--- src/rtl/sar12_ctrl.sv ---
// Successive-approximation search controller.
// Walks a trial code MSB-first against an external magnitude comparator
// (target on A, TRIAL on B) and reports the converged code.
module sar12_ctrl #(
    parameter int WIDTH  = 12,
    parameter int SETTLE = 2
) (
    input  logic             CLK,
    input  logic             RST_N,
    input  logic             START,
    input  logic             ABORT,
    input  logic             GT,
    input  logic             LT,
    output logic [WIDTH-1:0] TRIAL,
    output logic [WIDTH-1:0] RESULT,
    output logic             BUSY,
    output logic             DONE,
    output logic             EXACT
);

    localparam int CW = $clog2(SETTLE) + 1;
    localparam logic [CW-1:0]    CNT_LAST = CW'(SETTLE - 1);
    localparam logic [WIDTH-1:0] MSB      = {1'b1, {(WIDTH-1){1'b0}}};

    typedef enum logic {S_IDLE, S_WAIT} state_t;

    state_t           state;
    logic [CW-1:0]    cnt;
    // Bit index kept one-hot so stepping to the next bit is a shift, not a subtract.
    logic [WIDTH-1:0] bit_sel;

    logic             is_equal;
    logic [WIDTH-1:0] decided;

    // Decision on the current bit: keep only on a clean GT; LT or the illegal
    // GT&LT both clear it.
    always_comb begin
        is_equal = !GT && !LT;
        decided  = (GT && !LT) ? TRIAL : (TRIAL & ~bit_sel);
    end

    // Conversion FSM; all outputs are registered here.
    always_ff @(posedge CLK or negedge RST_N) begin
        if (!RST_N) begin
            state   <= S_IDLE;
            cnt     <= '0;
            bit_sel <= '0;
            TRIAL   <= '0;
            RESULT  <= '0;
            BUSY    <= 1'b0;
            DONE    <= 1'b0;
            EXACT   <= 1'b0;
        end else begin
            DONE <= 1'b0;
            case (state)
                S_IDLE: begin
                    if (START) begin
                        TRIAL   <= MSB;
                        bit_sel <= MSB;
                        cnt     <= '0;
                        BUSY    <= 1'b1;
                        state   <= S_WAIT;
                    end
                end
                S_WAIT: begin
                    if (ABORT) begin
                        // Abort wins over any decision due on this edge.
                        state <= S_IDLE;
                        BUSY  <= 1'b0;
                        TRIAL <= '0;
                        cnt   <= '0;
                    end else if (cnt != CNT_LAST) begin
                        cnt <= cnt + 1'b1;
                    end else if (is_equal) begin
                        // Comparator reports a match: stop early on this code.
                        state  <= S_IDLE;
                        BUSY   <= 1'b0;
                        DONE   <= 1'b1;
                        RESULT <= TRIAL;
                        TRIAL  <= TRIAL;
                        EXACT  <= 1'b1;
                    end else if (bit_sel[0]) begin
                        // LSB decided: the search is complete.
                        state  <= S_IDLE;
                        BUSY   <= 1'b0;
                        DONE   <= 1'b1;
                        RESULT <= decided;
                        TRIAL  <= decided;
                        EXACT  <= 1'b0;
                    end else begin
                        TRIAL   <= decided | (bit_sel >> 1);
                        bit_sel <= bit_sel >> 1;
                        cnt     <= '0;
                    end
                end
                default: state <= S_IDLE;
            endcase
        end
    end

endmodule

--- config.mk ---
export PLATFORM = sky130hd
export DESIGN_NAME = sar12_ctrl
export DESIGN_NICKNAME = d
export VERILOG_FILES = /design/src/rtl/sar12_ctrl.sv
export SDC_FILE = /design/constraint.sdc
export NUM_CORES = 1
export LEC_CHECK = 0
export CELL_PAD_IN_SITES_DETAIL_PLACEMENT = 1
export CELL_PAD_IN_SITES_GLOBAL_PLACEMENT = 1
export CORE_ASPECT_RATIO = 1.1
export CORE_UTILIZATION = 37
export DETAILED_ROUTE_END_ITERATION = 12
export GPL_TIMING_DRIVEN = 1
export PLACE_DENSITY_LB_ADDON = 0.08
export SLEW_MARGIN = 40
export SYNTH_ARGS = -nofsm -noshare
export SYNTH_HDL_FRONTEND = slang
export SYNTH_SLANG_ARGS = --single-unit
--- constraint.sdc ---
create_clock -name CLK -period 4 [get_ports CLK]
set_clock_uncertainty 0.05 [all_clocks]
set_input_delay 0.8 -clock CLK [delete_from_list [all_inputs] [get_ports CLK]]
set_output_delay 0.8 -clock CLK [all_outputs]
set_load 0.01 [all_outputs]
==> flow_metrics.py <==
metrics = {
    "status": {
        "outcome": "finished, final reports clean",
    },
    "global_route": {
        "grt_pass1_wl_um": 8286,
        "grtUsageTotal_pct": 19.80,
        "antenna_found_initial": 0,
        "grt_overflow": 0,
        "grt_max_degree": 43,
        "grt_pass1_vias": 1600,
    },
    "power_and_ir_drop": {
        "p_leak_nw": 1.087,
        "pwr_density_cell_nw_per_um2": 386.2,
        "peakVddDrop_mv": 0.1521,
    },
    "finish": {
        "mostFrequentLayoutCell": "dfrtp_1",
        "final_cell_mix": "dfrtp_1 (42), nand2_1 (31), clkdlybuf4s50_1 (31)",
        "ff_latch_area_sq_um": 1051,
        "multi_input_comb_area_sq_um": 782.0,
        "layout-drive-gt1-share_pct": 13.24,
        "area_growth_pct": 23.94,
        "num_antenna_cells": 0,
        "fill_cells": 527,
        "final_nets": 209,
    },
    "drt": {
        "num_vias": 1460,
        "viasPerCell": 5.615,
        "drc_errors": 0,
        "wl_um": 4689,
        "drtIter0Drc": 80,
        "first_pass_iters": 4,
        "antenna_left": 0,
        "wl_per_cell_um": 18.03,
    },
    "placed_design": {
        "dp_slack_ns": 1.166,
        "portBuffers": 32,
        "place_congestion": 0.7937,
        "hpwlAfterDp_um": 3073,
    },
    "synthesis": {
        "synth_area_per_cell_sq_um": 10.97,
        "synth_cells": 172,
        "synth_top_area_cell": "dfrtp_1",
        "ys_seq_elements": 42,
        "synthArstFlopShare_pct": 100.0,
        "synth.cell_area_sq_um": 1887,
        "yosysWarnings": 0,
        "synth_flop_cell": "dfrtp_1",
        "synth_edf_count": 0,
        "yosysUniqueCellTypes": 33,
        "ys_seq_area_share_pct": 55.70,
        "syn-num-nets": 178,
        "synth_top_area_share_pct": 55.70,
        "synth_area_leaders": "dfrtp_1 (56%), mux2_4 (7.2%), nand2_1 (6.2%)",
    },
    "timing": {
        "hold_violations": 0,
        "report.final.slew_viol_count": 0,
        "worst_pin_slew_ns": 0.6169,
        "tns_ns": 0,
        "slew_headroom_pct": 58.06,
        "timing.final.crit_share_pct": 62.95,
        "setup_ws_ns": 1.482,
        "fmaxAchievable_mhz": 397.1,
        "rsz0062_at_grt": "no",
        "whs_ns": 0.4306,
        "finalSetupViolCount": 0,
        "period_minus_slack_ns": 2.518,
    },
    "critical_path": {
        "crit_fanout": 18,
        "start_kind": "input port",
        "critical_path_required_ns": 4.14,
        "worstSetupPathType": "input port to register",
        "cp.arrival_ns": 2.65,
        "end_kind": "register",
    },
    "clocking": {
        "numCtsBuffers": 5,
        "cts_root_buf": "clkbuf_8",
        "cts_setup_buffers": 0,
        "cts_tree": "built",
        "clk_path_buf_depth": 2,
        "h-tree-depth": 2,
        "clk_pin_slew_ns": 0.08,
        "post_cts_resized": 0,
        "cts_sinks": 42,
        "clock_latency_ns": 0.29,
        "cts-hold-fix-buffers": 0,
    },
    "die": {
        "dieHeight_um": 76.90,
        "io_pins": 33,
        "core-area_sq_um": 4782,
        "row_count": 26,
        "initial_core_util_pct": 39.46,
        "die_area_sq_um": 5389,
        "die_width_um": 70.09,
    },
    "run": {
        "drv_cap": 0,
    },
    "hold_path": {
        "hold_path_class": "input port to asynchronous set/reset pin",
    },
}
cell usage after synthesis (all sizes together), types with 2 or more instances:
cell / instances
dfrtp: 42
nand2: 31
o21ai: 15
mux2: 12
a21boi: 11
nand3: 10
o311ai: 10
clkbuf: 7
nor2: 5
nand2b: 4
buf: 3
inv: 3
a21oi: 2
nor3: 2
o21a: 2
worst max-delay path, stage by stage:
cell,delay (ns)
clkdlybuf4s50_1,0.45
buf_4,0.20
nor2_1,0.10
o21ai_2,0.44
buf_4,0.29
mux2_2,0.35
state kept, by name, indices dropped and copies added (netlist names):
| register | flops |
|---|---|
| RESULT | 12 |
| TRIAL | 12 |
| bit_sel | 12 |
| cnt | 2 |
| BUSY | 1 |
| DONE | 1 |
| EXACT | 1 |
| state | 1 |
stage by stage:
stage / utilization (%) / power, mW / instances / cell area (sq um)
floorplan: - / 0.5508 / 172 / 1887
global placement: 46.81 / 0.6226 / 252 / 2238
detailed placement: 46.99 / 0.6277 / 252 / 2247
CTS: 48.90 / 0.9169 / 260 / 2338
global route: 48.90 / 0.9598 / 260 / 2338
finish: 48.90 / 0.9031 / 260 / 2338
kinds of logic after synthesis:
group	count (synthesis)	synth area share [%]
simple gates	57	13.93
compound gates	47	17.71
flops	42	55.70
mux	13	9.483
buf+inv	13	3.183
report_power, final:
part | switching (mW) | internal, mW | total, mW
logic | 0.0725 | 0.0643 | 0.137
registers | 0.0300 | 0.450 | 0.480
clock network | 0.147 | 0.139 | 0.286
total | 0.249 | 0.654 | 0.903
path summary, 6_finish.rpt:
path                                        startpoint                endpoint  slack [ns]  depth (start not counted)
max in group asynchronous                        RST_N    TRIAL[4]$_DFFE_PN0P_        3.10                          1
worst min register to register  RESULT[10]$_DFFE_PN0P_  RESULT[10]$_DFFE_PN0P_        0.47                          1
worst max register to register      cnt[0]$_DFFE_PN0P_   RESULT[9]$_DFFE_PN0P_        1.96                          4
worst min-delay path                             RST_N   RESULT[2]$_DFFE_PN0P_        0.43                          1
worst max-delay path                                LT   RESULT[8]$_DFFE_PN0P_        1.48                          6
min in group CLK                RESULT[10]$_DFFE_PN0P_  RESULT[10]$_DFFE_PN0P_        0.47                          1
cell type report:
cell class	instances	share of cell area, %
Clock inverter	1	0.2140
Tap cell	56	2.996
Inverter	3	0.4815
Sequential cell	42	44.94
Multi-Input combinational cell	117	33.44
Timing Repair Buffer	34	14.23
Clock buffer	7	3.692
routing by layer:
layer	global-route usage [%]	part of all wire, %	up-vias	wire length, um
met4	6.600	0.53	0	25
met2	30.48	48	36	2250
li1	-	-	681	-
met3	5.256	4.0	2	188
met1	27.00	47	741	2224
met5	0	0	-	0
Note: power is estimated with default switching activity, not from simulation.
